$ cat src/rtl/spi_flash_responder_if.sv
// Pin and memory-port bundle for the SPI flash READ responder.
// slave is the responder's view; master is the SPI host plus memory side.
interface spi_flash_responder_if #(
  parameter int unsigned ADDR_W = 24
);
  logic              cs_n;
  logic              sclk;
  logic              mosi;
  logic              miso;
  logic              miso_oe;
  logic              mem_rd;
  logic [ADDR_W-1:0] mem_addr;
  logic [7:0]        mem_data;
  logic              active;
  logic              err_cmd;

  modport slave (
    input  cs_n, sclk, mosi, mem_data,
    output miso, miso_oe, mem_rd, mem_addr, active, err_cmd
  );

  modport master (
    output cs_n, sclk, mosi, mem_data,
    input  miso, miso_oe, mem_rd, mem_addr, active, err_cmd
  );
endinterface

$ cat src/rtl/spi_flash_responder.sv
// SPI mode-0 responder emulating a serial-flash READ (0x03): oversampled pins,
// 8-bit opcode + 24-bit address, then prefetched bytes streamed MSB-first.
module spi_flash_responder #(
  parameter int unsigned ADDR_W   = 24,
  parameter logic [7:0]  CMD_READ = 8'h03
) (
  input logic                  clk,
  input logic                  rst,
  spi_flash_responder_if.slave bus
);

  typedef enum logic [2:0] {
    S_IDLE,
    S_CMD,
    S_ADDR,
    S_DATA,
    S_IGNORE
  } state_t;

  state_t state_q, state_d;

  logic [1:0] sclk_sync_q, cs_sync_q, mosi_sync_q;
  logic       sclk_hist_q;
  logic       sclk_s, mosi_s, sel, rise, fall;

  logic        armed_q, armed_d;
  logic [4:0]  cnt_q, cnt_d;
  logic [6:0]  cmd_sr_q, cmd_sr_d;
  logic [22:0] addr_sr_q, addr_sr_d;
  logic [23:0] rd_ptr_q, rd_ptr_d;
  logic [7:0]  buf_q, buf_d;
  logic        buf_valid_q, buf_valid_d;
  logic [7:0]  tx_sr_q, tx_sr_d;
  logic        rd_pend_q, rd_pend_d;

  logic        mem_rd_c;
  logic [23:0] rd_addr_c;
  logic        err_c;

  // cs_n synchronizer resets to "selected" so a cs_n held low through reset
  // release cannot be mistaken for a fresh select.
  always_ff @(posedge clk or posedge rst) begin
    if (rst) begin
      sclk_sync_q <= '0;
      cs_sync_q   <= '0;
      mosi_sync_q <= '0;
      sclk_hist_q <= 1'b0;
    end else begin
      sclk_sync_q <= {sclk_sync_q[0], bus.sclk};
      cs_sync_q   <= {cs_sync_q[0], bus.cs_n};
      mosi_sync_q <= {mosi_sync_q[0], bus.mosi};
      sclk_hist_q <= sclk_sync_q[1];
    end
  end

  assign sclk_s = sclk_sync_q[1];
  assign mosi_s = mosi_sync_q[1];
  assign sel    = ~cs_sync_q[1];
  assign rise   = sclk_s & ~sclk_hist_q;
  assign fall   = ~sclk_s & sclk_hist_q;

  always_ff @(posedge clk or posedge rst) begin
    if (rst) begin
      state_q     <= S_IDLE;
      armed_q     <= 1'b0;
      cnt_q       <= '0;
      cmd_sr_q    <= '0;
      addr_sr_q   <= '0;
      rd_ptr_q    <= '0;
      buf_q       <= '0;
      buf_valid_q <= 1'b0;
      tx_sr_q     <= '0;
      rd_pend_q   <= 1'b0;
    end else begin
      state_q     <= state_d;
      armed_q     <= armed_d;
      cnt_q       <= cnt_d;
      cmd_sr_q    <= cmd_sr_d;
      addr_sr_q   <= addr_sr_d;
      rd_ptr_q    <= rd_ptr_d;
      buf_q       <= buf_d;
      buf_valid_q <= buf_valid_d;
      tx_sr_q     <= tx_sr_d;
      rd_pend_q   <= rd_pend_d;
    end
  end

  always_comb begin
    state_d     = state_q;
    armed_d     = armed_q | ~sel;
    cnt_d       = cnt_q;
    cmd_sr_d    = cmd_sr_q;
    addr_sr_d   = addr_sr_q;
    rd_ptr_d    = rd_ptr_q;
    buf_d       = buf_q;
    buf_valid_d = buf_valid_q;
    tx_sr_d     = tx_sr_q;
    mem_rd_c    = 1'b0;
    rd_addr_c   = '0;
    err_c       = 1'b0;

    unique case (state_q)
      S_IDLE: begin
        cnt_d       = '0;
        cmd_sr_d    = '0;
        addr_sr_d   = '0;
        buf_valid_d = 1'b0;
        tx_sr_d     = '0;
        if (sel && armed_q) state_d = S_CMD;
      end

      S_CMD: begin
        if (rise) begin
          cmd_sr_d = {cmd_sr_q[5:0], mosi_s};
          if (cnt_q == 5'd7) begin
            cnt_d = '0;
            if ({cmd_sr_q, mosi_s} == CMD_READ) begin
              state_d = S_ADDR;
            end else begin
              err_c   = 1'b1;
              state_d = S_IGNORE;
            end
          end else begin
            cnt_d = cnt_q + 5'd1;
          end
        end
      end

      S_ADDR: begin
        if (rise) begin
          addr_sr_d = {addr_sr_q[21:0], mosi_s};
          if (cnt_q == 5'd23) begin
            rd_ptr_d  = {addr_sr_q, mosi_s};
            rd_addr_c = {addr_sr_q, mosi_s};
            mem_rd_c  = 1'b1;
            cnt_d     = '0;
            state_d   = S_DATA;
          end else begin
            cnt_d = cnt_q + 5'd1;
          end
        end
      end

      S_DATA: begin
        if (fall) begin
          if (cnt_q[2:0] == 3'd0) begin
            tx_sr_d     = buf_valid_q ? buf_q : '0;
            buf_valid_d = 1'b0;
            rd_ptr_d    = rd_ptr_q + 24'd1;
            rd_addr_c   = rd_ptr_q + 24'd1;
            mem_rd_c    = 1'b1;
            cnt_d       = 5'd1;
          end else begin
            tx_sr_d = {tx_sr_q[6:0], 1'b0};
            cnt_d   = {2'b00, cnt_q[2:0] + 3'd1};
          end
        end
        // Prefetch return lands here; it never coincides with a byte load.
        if (rd_pend_q) begin
          buf_d       = bus.mem_data;
          buf_valid_d = 1'b1;
        end
      end

      S_IGNORE: begin
      end

      default: state_d = S_IDLE;
    endcase

    if (state_q != S_IDLE && !sel) begin
      state_d     = S_IDLE;
      mem_rd_c    = 1'b0;
      buf_valid_d = 1'b0;
    end
  end

  assign rd_pend_d = mem_rd_c;

  assign bus.mem_rd   = mem_rd_c;
  assign bus.mem_addr = mem_rd_c ? rd_addr_c[ADDR_W-1:0] : '0;
  assign bus.err_cmd  = err_c;
  assign bus.active   = (state_q != S_IDLE);
  assign bus.miso_oe  = (state_q == S_DATA);
  assign bus.miso     = (state_q == S_DATA) & tx_sr_q[7];

endmodule
$ cat src/flat_wrapper.sv
// flat-port wrapper written by rule: the top's interface ports become plain ports
module spi_flash_responder_flat 
#(
  parameter int unsigned ADDR_W   = 24,
  parameter logic [7:0]  CMD_READ = 8'h03
)
  (clk, rst, bus_cs_n, bus_sclk, bus_mosi, bus_mem_data, bus_miso, bus_miso_oe, bus_mem_rd, bus_mem_addr, bus_active, bus_err_cmd);
  spi_flash_responder_if #(.ADDR_W(ADDR_W)) bus_i ();
  input logic clk;
  input logic rst;
  input wire logic [$bits(bus_i.cs_n)-1:0] bus_cs_n;
  input wire logic [$bits(bus_i.sclk)-1:0] bus_sclk;
  input wire logic [$bits(bus_i.mosi)-1:0] bus_mosi;
  input wire logic [$bits(bus_i.mem_data)-1:0] bus_mem_data;
  output wire logic [$bits(bus_i.miso)-1:0] bus_miso;
  output wire logic [$bits(bus_i.miso_oe)-1:0] bus_miso_oe;
  output wire logic [$bits(bus_i.mem_rd)-1:0] bus_mem_rd;
  output wire logic [$bits(bus_i.mem_addr)-1:0] bus_mem_addr;
  output wire logic [$bits(bus_i.active)-1:0] bus_active;
  output wire logic [$bits(bus_i.err_cmd)-1:0] bus_err_cmd;
  assign bus_i.cs_n = bus_cs_n;
  assign bus_i.sclk = bus_sclk;
  assign bus_i.mosi = bus_mosi;
  assign bus_i.mem_data = bus_mem_data;
  assign bus_miso = bus_i.miso;
  assign bus_miso_oe = bus_i.miso_oe;
  assign bus_mem_rd = bus_i.mem_rd;
  assign bus_mem_addr = bus_i.mem_addr;
  assign bus_active = bus_i.active;
  assign bus_err_cmd = bus_i.err_cmd;
  spi_flash_responder #(.ADDR_W(ADDR_W), .CMD_READ(CMD_READ)) u_core (.clk(clk), .rst(rst), .bus(bus_i));
endmodule
$ cat config.mk
export PLATFORM = sky130hd
export DESIGN_NAME = spi_flash_responder_flat
export DESIGN_NICKNAME = d
export VERILOG_FILES = /design/src/rtl/spi_flash_responder_if.sv /design/src/rtl/spi_flash_responder.sv /design/src/flat_wrapper.sv
export SDC_FILE = /design/constraint.sdc
export NUM_CORES = 1
export LEC_CHECK = 0
export CAP_MARGIN = 15
export CORE_ASPECT_RATIO = 2
export CORE_UTILIZATION = 45
export DETAILED_ROUTE_END_ITERATION = 12
export PLACE_DENSITY = 0.68
export SLEW_MARGIN = 20
export SYNTH_ARGS = -nofsm -noshare
export SYNTH_HDL_FRONTEND = slang
export SYNTH_SLANG_ARGS = --single-unit
$ cat constraint.sdc
create_clock -name clk -period 7.4 [get_ports clk]
set_clock_uncertainty 0.2 [all_clocks]
set_input_delay 1.48 -clock clk [delete_from_list [all_inputs] [get_ports clk]]
set_output_delay 1.48 -clock clk [all_outputs]
set_load 0.05 [all_outputs]
## Word-level counts from Yosys, hierarchy flattened

Index checks and enable logic that the tools add are counted.

| storage, ports and cells | value |
|---|---|
| register bits | 88 |
| input bits | 13 |
| output and inout port bits | 29 |
| logic and storage cells | 113 |

| operators by class | value |
|---|---|
| add/sub/neg operators | 3 |
| equal/unequal tests | 20 |
| multiplexer cells | 49 |
| bitwise operators | 7 |
| reduce and logical (&&, ||, !) cells | 20 |

Operator list:

| operator | count |
|---|---|
| $mux W24 | 9 |
| $pmux W24 S2 | 2 |
| $pmux W23 S2 | 1 |
| $mux W5 | 5 |
| $add A24 B1 Y24 const B | 1 |
| $mux W3 | 8 |
| $mux W8 | 3 |
| $mux W23 | 1 |
| $pmux W5 S4 | 1 |
| $pmux W8 S2 | 1 |
| $ne A3 B1 Y1 const B | 5 |
| $pmux W7 S2 | 1 |
| $mux W1 | 13 |
| $ne A2 B1 Y1 const B | 6 |
| $pmux W3 S4 | 1 |
| $eq A8 B2 Y1 const B | 1 |
| $ne A4 B1 Y1 const B | 2 |
| $reduce_and A2 Y1 | 4 |
| $reduce_bool A2 Y1 | 4 |
| $mux W7 | 1 |
| $eq A3 B2 Y1 const B | 2 |
| $logic_not A3 Y1 | 2 |
| $reduce_and A6 Y1 | 1 |
| $reduce_bool A3 Y1 | 2 |
| other kinds (16) | 22 |

## Logic depth before layout (Yosys ltp)

Gate-level depths: netlist (run 1).

| depth | value |
|---|---|
| word-level depth | 6 |
| depth in mapped cells | 9 |
| gate-level depth less buffers | 7 |

## Worst setup path after synthesis (run 1)

OpenSTA, ideal clock, no wires.

| path | value |
|---|---|
| path type | reg2out |
| from | register u_core.cnt_q[0] |
| to | output port bus_mem_addr[10] |
| data arrival time | 2.747 ns |
| setup slack | 2.973 ns |
| cell stages (with the launch flop) | 7 |
| buffers on the path | 1 |
| path through | dfrtp_1 ha_1 nand4b_2 o32a_1 or3_1 buf_2 a211oi_1 |

| on the way | value |
|---|---|
| longest elaborated chain between the ends | 6 |
| elaborated cells on any way between the ends | 14 |
| those cells by class | eq/ne: 1; mux: 12; reduce/logical: 1 |

Ends and longest elaborated chain:

| element | RTL line | source |
|---|---|---|
| start, declared | spi_flash_responder.sv:27 | `logic [4:0] cnt_q, cnt_d;` |
| start signal, assigned | spi_flash_responder.sv:77 | `cnt_q <= cnt_d;` |
| $eq A5 B5 Y1 / $logic_not A3 Y1 (equally long branches) | spi_flash_responder.sv:132, spi_flash_responder.sv:146 |  |
| $mux W1, on equally long branches | spi_flash_responder.sv:132, spi_flash_responder.sv:146 |  |
| $mux W1, on equally long branches | spi_flash_responder.sv:130, spi_flash_responder.sv:145 |  |
| $pmux W1 S2 | spi_flash_responder.sv:102 | `unique case (state_q)` |
| $mux W1 | spi_flash_responder.sv:171 | `if (state_q != S_IDLE && !sel) begin` |
| $mux W24 * | spi_flash_responder.sv:181 | `assign bus.mem_addr = mem_rd_c ? rd_addr_c[ADDR_W-1:0] : '0;` |
| end, declared | flat_wrapper.sv:18 | `output wire logic [$bits(bus_i.mem_addr)-1:0] bus_mem_addr;` |

Mark *: on every way between the ends. The rest lies on a longest branch, timed or not.

## Worst setup path after layout (run 1)

| path | value |
|---|---|
| from | register u_core.state_q[0] |
| to | output port bus_mem_addr[5] |

| on the way | value |
|---|---|
| longest elaborated chain between the ends | 4 |
| elaborated cells on any way between the ends | 8 |
| those cells by class | eq/ne: 2; mux: 4; reduce/logical: 2 |

Ends and longest elaborated chain:

| element | RTL line | source |
|---|---|---|
| start, declared | spi_flash_responder.sv:20 | `state_t state_q, state_d;` |
| start signal, assigned | spi_flash_responder.sv:75 | `state_q <= state_d;` |
| $eq A3 B2 Y1 / $reduce_bool A3 Y1 (equally long branches) | spi_flash_responder.sv:102, spi_flash_responder.sv:171 |  |
| $pmux W1 S2 / $logic_and A1 B1 Y1 (equally long branches) | spi_flash_responder.sv:102, spi_flash_responder.sv:171 |  |
| $mux W1 | spi_flash_responder.sv:171 |  |
| $mux W24 * | spi_flash_responder.sv:181 |  |

Marks and branches as above.

==> run metrics, run 1 <==
CTS max path bufs=2; GR Overflow Total=0; Critical Path RT=5.72 ns; HPWL Detailed=8.009 mm; Pleak=2.294 nW; row count=53; Area contributors post-synth=dfrtp_1, nand2_1, o21ai_0; CTS Buf Count=9; CP bufs+invs=3; CP Data Arrival Time=3.73 ns; Mapped Nets=542; PostCTS Resize Cnt=0; # diodes=0; delay-heaviest family, CP=buffers and inverters; slowest stage delay, CP=0.85 ns; Peak VDD IR=0.1434 mV; Post-synth EDFFs=0; total power=1.010 mW; IO buf count=41; crit share post-route=73.13%; TritonRoute pass-1 iters=6; Die Area=11,140 sq um; Fill cells=1,010; io pins=42; vias in the first global route=3,958; Yosys top cell area share=45.74%; Hold Path Class=reg2reg; Skew-Pair Late Insertion Delay=0.34 ns; vias after detailed routing=3,989; slowest CP cell=clkdlybuf4s50_1; routed vias/inst=5.798; Initial Util=45.95%; post-synthesis cell type count=56; Reg clk slew, reported paths=0.06 ns; pin slew with the least headroom to its limit=1.112 ns; hold-fix buffers at CTS=0; die width=75.14 um; chip height=148.3 um; ys flop type=dfrtp_1; setup TNS=0 ns; Total GRT Usage=22.53%; initial antenna violation count=0; fin crit period=5.412 ns; CORE AREA=10,480 sq um; wirelength, routed=11.45 mm; Startpoint Class=register; ys async rst share=100.0%; post-CTS setup repair buffer count=0; post-synth top area cell=dfrtp_1; Seq/Total Area, Yosys=45.74%; first-pass GRT wire length=19.04 mm; fmax=184.8 MHz; Max Slew Vio Count=0; Final Setup Violations=0; detailed-route wire length per cell=16.65 um; final hold viol count=0; layout cells sized above 1=9.256%; Initial DRC Count=335; Setup crit end kind=output port; Yosys reg bits=88; Routability Congestion=0.8327; clk root buf=clkbuf_16; Placed Instances=672; RSZ-0062 raised after global routing=false; area of the multi-input gates=2419 sq um; register area=2202 sq um; Area Overhead vs Synth=16.01%; number of max-cap violations=0; cell count after synthesis=526; TritonCTS clock tree=done; largest net degree at the start of global routing=80; Detail Route Antenna Nets=0; status=complete, no violations; Post-Synthesis Cell Area=4815 sq um; Pwr Density=180.9 nW/um^2; crit path max fanout=50; Syn Area/Cell=9.153 sq um; # H-tree levels=3; synth warn=0; Final #Nets=562; non-filler cells, final=688; Crit Path Class=reg2out; critical path, cell by cell=nor2b_1, nand2_1, inv_2, buf_4, nor2_1, a211oi_1, clkdlybuf4s50_1; total clock sinks=88; Max transition margin=25.87%; drt drc=0
synth_stat cells, drive strengths merged (10+ instances only):
library cell   n
a211oi        17
a21oi         26
a2bb2oi       10
and3          12
buf           19
clkbuf        17
dfrtp         88
nand2         94
nand3         31
nor2          35
o21ai         35
o22ai         10
xor2          16
sequential cells by signal, summed over array words and instances (netlist names), 3 cells and up:
register and flops:
u_core.addr_sr_q 23, u_core.buf_q 8, u_core.cmd_sr_q 7, u_core.cnt_q 5, u_core.rd_ptr_q 24, u_core.state_q 3, u_core.tx_sr_q 8
placed cells by master, fill, tap and decap left out, types with 10 or more instances in the layout:
master           count
a2bb2oi_1           10
a211oi_2            12
dfrtp_1             88
nor2_1              33
xor2_1              16
and3_1              12
o21ai_0             35
nand2_1             94
nand3_1             31
clkdlybuf4s50_1     41
a21oi_1             26
o22ai_1             10
layout make-up:
cell class | instances | area share [%]
Timing Repair Buffer | 45 | 7.953
Clock inverter | 4 | 0.9185
Inverter | 8 | 0.5600
Sequential cell | 88 | 39.43
Multi-Input combinational cell | 394 | 43.30
Tap cell | 137 | 3.069
Clock buffer | 12 | 4.772
cell families (layout without fill, tap and decap cells):
logic type,after synthesis,after routing,synth area share (%)
DFF,88,88,45.74
and+or+nand+nor,221,221,22.82
AOI/OAI and AO/OA,140,140,20.63
xor gates and xnor gates,22,22,4.002
adders and majority gates,3,3,0.7797
muxes,8,8,1.871
buffers and inverters,44,69,4.158
worst paths after layout:
check | from | endpoint | slack, ns | depth (start not counted)
worst min register to register | u_core.sclk_sync_q[0] | u_core.sclk_sync_q[1] | 0.15 | 0
worst min-delay path | u_core.sclk_sync_q[0] | u_core.sclk_sync_q[1] | 0.15 | 0
max in group asynchronous | rst | u_core.rd_ptr_q[17] | 4.85 | 3
worst max-delay path | u_core.state_q[0] | bus_mem_addr[5] | 1.99 | 7
min in group asynchronous | rst | u_core.mosi_sync_q[0] | 1.17 | 2
worst max register to register | u_core.state_q[0] | u_core.buf_q[4] | 4.33 | 5
report_power, final:
part / internal (mW) / leakage, nW / switching (mW)
sequential: 0.487 / 1.19 / 0.00573
clock: 0.289 / 0.155 / 0.184
combinational: 0.0150 / 0.953 / 0.0291
routing by layer:
metal / global-route usage, % / up-vias / share of wire (%)
met3: 2.575 / 15 / 2.3
met1: 25.32 / 1957 / 39
li1: - / 1942 / -
met2: 40.23 / 75 / 56
met5: 0 / - / 0
met4: 11.76 / 0 / 2.6
metrics by stage:
| stage | setup slack, ns | cell area, sq um | utilization (%) | hold WS [ns] |
|---|---|---|---|---|
| finish | 1.988 | 5585 | 53.31 | 0.1488 |
| global route | 1.694 | 5585 | 53.31 | 0.1547 |
| CTS | 1.977 | 5578 | 53.24 | 0.1534 |
| detailed placement | 2.353 | 5260 | 50.20 | 0.1387 |
| global placement | 2.482 | 5260 | 50.20 | 0.1332 |
| floorplan | 2.973 | 4815 | - | 0.1312 |
(Power assumes the default switching activity.)
==> run 2, diff against run 1 <==
--- a/config.mk
+++ b/config.mk
@@ -9,7 +9,7 @@
 export CORE_ASPECT_RATIO = 2
 export CORE_UTILIZATION = 45
 export DETAILED_ROUTE_END_ITERATION = 12
-export PLACE_DENSITY = 0.68
+export PLACE_DENSITY = 0.7
 export SLEW_MARGIN = 20
 export SYNTH_ARGS = -nofsm -noshare
 export SYNTH_HDL_FRONTEND = slang
==> constraint.sdc (replaced) <==
create_clock -name clk -period 4.5 [get_ports clk]
set_clock_uncertainty 0.2 [all_clocks]
set_input_delay 0.9 -clock clk [delete_from_list [all_inputs] [get_ports clk]]
set_output_delay 0.9 -clock clk [all_outputs]
set_load 0.05 [all_outputs]
==> run metrics, run 2 (synthesis gave the netlist of run 1 again) <==
status=complete, no violations; Max transition margin=24.22% (-1.6 points); Largest Register=u_core.rd_ptr_q; crit path max fanout=5 (-90%); layout cells sized above 1=13.18% (+3.9 points); Initial DRC Count=260 (-22%); Routability Congestion=0.8354 (+0.32%); GR Overflow Total=0 (unchanged); non-filler cells, final=691 (+0.44%); FF-to-FF setup slack=1.63 ns (-2.70 ns); Largest register FFs=24 (unchanged); Area Overhead vs Synth=15.38%; post-layout util=53.02% (-0.29 points); # H-tree levels=3 (unchanged); Initial Util=45.95% (unchanged); vias after detailed routing=4,042 (+1.3%); io pins=42 (unchanged); PostCTS Resize Cnt=0 (unchanged); Placed Instances=675 (+0.45%); CORE AREA=10,480 sq um (unchanged); CTS max path bufs=2 (unchanged); worst r2r path cells=6 (+1); Setup crit end kind=output port; first-pass GRT wire length=19.30 mm (+1.3%); Pleak=2.356 nW (+2.7%); top flop regs=u_core.rd_ptr_q (24), u_core.addr_sr_q (23); Reg clk slew, reported paths=0.06 ns (about the same); largest net degree at the start of global routing=65 (-19%); TritonCTS clock tree=done; RSZ-0062 raised after global routing=false; initial antenna violation count=0 (unchanged); Die Area=11,140 sq um (unchanged); commonest non-fill, non-tap cells in the layout=nand2_1, dfrtp_1, o21ai_0; die width=75.14 um (unchanged); fin crit period=4.005 ns; Detail Route Antenna Nets=0 (unchanged); hold-fix buffers at CTS=0 (unchanged); commonest non-fill, non-tap cell in the layout=nand2_1; placed cell area=5238 sq um (-0.43%); Hold Crit Start=u_core.mosi_sync_q[0]; IO buf count=41 (unchanged); vias in the first global route=3,885 (-1.8%); routed vias/inst=5.849 (+0.89%); chip height=148.3 um (unchanged); area of the multi-input gates=2417 sq um (about the same); FF-to-FF End=u_core.rd_ptr_q[4]; CTS Buf Count=9 (unchanged); crit path from=u_core.cnt_q[0]; Critical Path RT=3.40 ns (-2.32 ns); pin slew with the least headroom to its limit=1.137 ns (+0.02475 ns); Hold Path Class=reg2reg; wirelength, routed=11.57 mm (+1.1%); Peak VDD IR=0.2848 mV (+99%); reg2reg start=u_core.cnt_q[0]; Max Slew Vio Count=0 (unchanged); hold path endpoint=u_core.mosi_sync_q[1]; # diodes=0 (unchanged); Fill cells=988 (-2.2%); Total GRT Usage=22.95% (+0.42 points); detailed-route wire length per cell=16.75 um (+0.62%); Final Setup Violations=0 (unchanged); HPWL Detailed=8.098 mm (+1.1%); Crit Path Class=reg2out; clk root buf=clkbuf_16; register area=2202 sq um (unchanged); post-CTS setup repair buffer count=0 (unchanged); Startpoint Class=register; hold depth=0 (unchanged); crit share post-route=88.99%; final hold viol count=0 (unchanged); number of max-cap violations=0 (unchanged); Skew-Pair Late Insertion Delay=0.34 ns (about the same); post-route cell area=5555 sq um (-0.54%); Pwr Density=302.3 nW/um^2 (+67%); TritonRoute pass-1 iters=5 (-1); Final #Nets=565 (+0.53%); row count=53 (unchanged); total clock sinks=88 (unchanged); fmax=249.7 MHz; setup TNS=0 ns (unchanged); drt drc=0 (unchanged); total power=1.679 mW (+66%); CP Data Arrival Time=2.90 ns (-0.83 ns)
[run 2: changes by cell type in the layout (fill, tap and decap cells not counted), sizes merged]
cell	change
clkinv	-1
buf	+26
clkbuf	+1
clkdlybuf4s50	-23
bufinv	+1
clkinvlp	-1
[run 2: layer usage]
metal / part of all wire [%] / routed length, um / global-route usage (%) / vias to the layer above
li1: - / - / - / 1947
met1: 40 / 4597 / 27.56 / 1969
met2: 54 / 6249 / 39.19 / 108
met3: 3.5 / 405 / 4.404 / 18
met4: 2.8 / 320 / 9.537 / 0
met5: 0 / 0 / 0 / -
[run 2: through the flow]
| step | hold slack [ns] | setup WS [ns] |
|---|---|---|
| detailed placement | 0.1356 | 0.8775 |
| global placement | 0.1352 | 0.8985 |
| global route | 0.1590 | 0.3508 |
| CTS | 0.1490 | 0.4913 |
| finish | 0.1459 | 0.4955 |
| floorplan | 0.1312 | 0.6526 |
[run 2: power by group]
part / switching (mW) / internal, mW
Sequential: 0.00925 / 0.801
Clock: 0.294 / 0.501
Combinational: 0.0477 / 0.0259
Total: 0.351 / 1.33
[run 2: critical path, stage by stage (launching register included)]
cell             delay [ns]
dfrtp_1                0.41
ha_1                   0.27
nand4b_2               0.16
o32a_1                 0.39
or3_1                  0.38
nor2_1                 0.14
clkdlybuf4s50_1        0.82
[run 2: area by class of cell]
class / instances / area share, %
Inverter: 8 / 0.5631
Timing Repair Buffer: 48 / 7.523
Clock buffer: 13 / 4.505
Sequential cell: 88 / 39.64
Multi-Input combinational cell: 394 / 43.51
Clock inverter: 3 / 1.171
Tap cell: 137 / 3.086
[run 2: worst max-delay path by stage]
stage                             endpoint  slack (ns)  cells past startpoint
after floorplan           bus_mem_addr[10]        0.65                      6
after global placement     bus_mem_addr[8]        0.90                      6
after detailed placement   bus_mem_addr[8]        0.88                      6
after CTS                  bus_mem_addr[8]        0.49                      6
after global routing       bus_mem_addr[8]        0.35                      7
final                      bus_mem_addr[8]        0.50                      6
==> run 3, diff against run 2 <==
--- a/config.mk
+++ b/config.mk
@@ -8,6 +8,7 @@
 export CAP_MARGIN = 15
 export CORE_ASPECT_RATIO = 2
 export CORE_UTILIZATION = 45
+export CTS_CLUSTER_DIAMETER = 120
 export DETAILED_ROUTE_END_ITERATION = 12
 export PLACE_DENSITY = 0.7
 export SLEW_MARGIN = 20
==> results of run 3 <==
Final layout, timing and power as in run 2 (identical DEF).
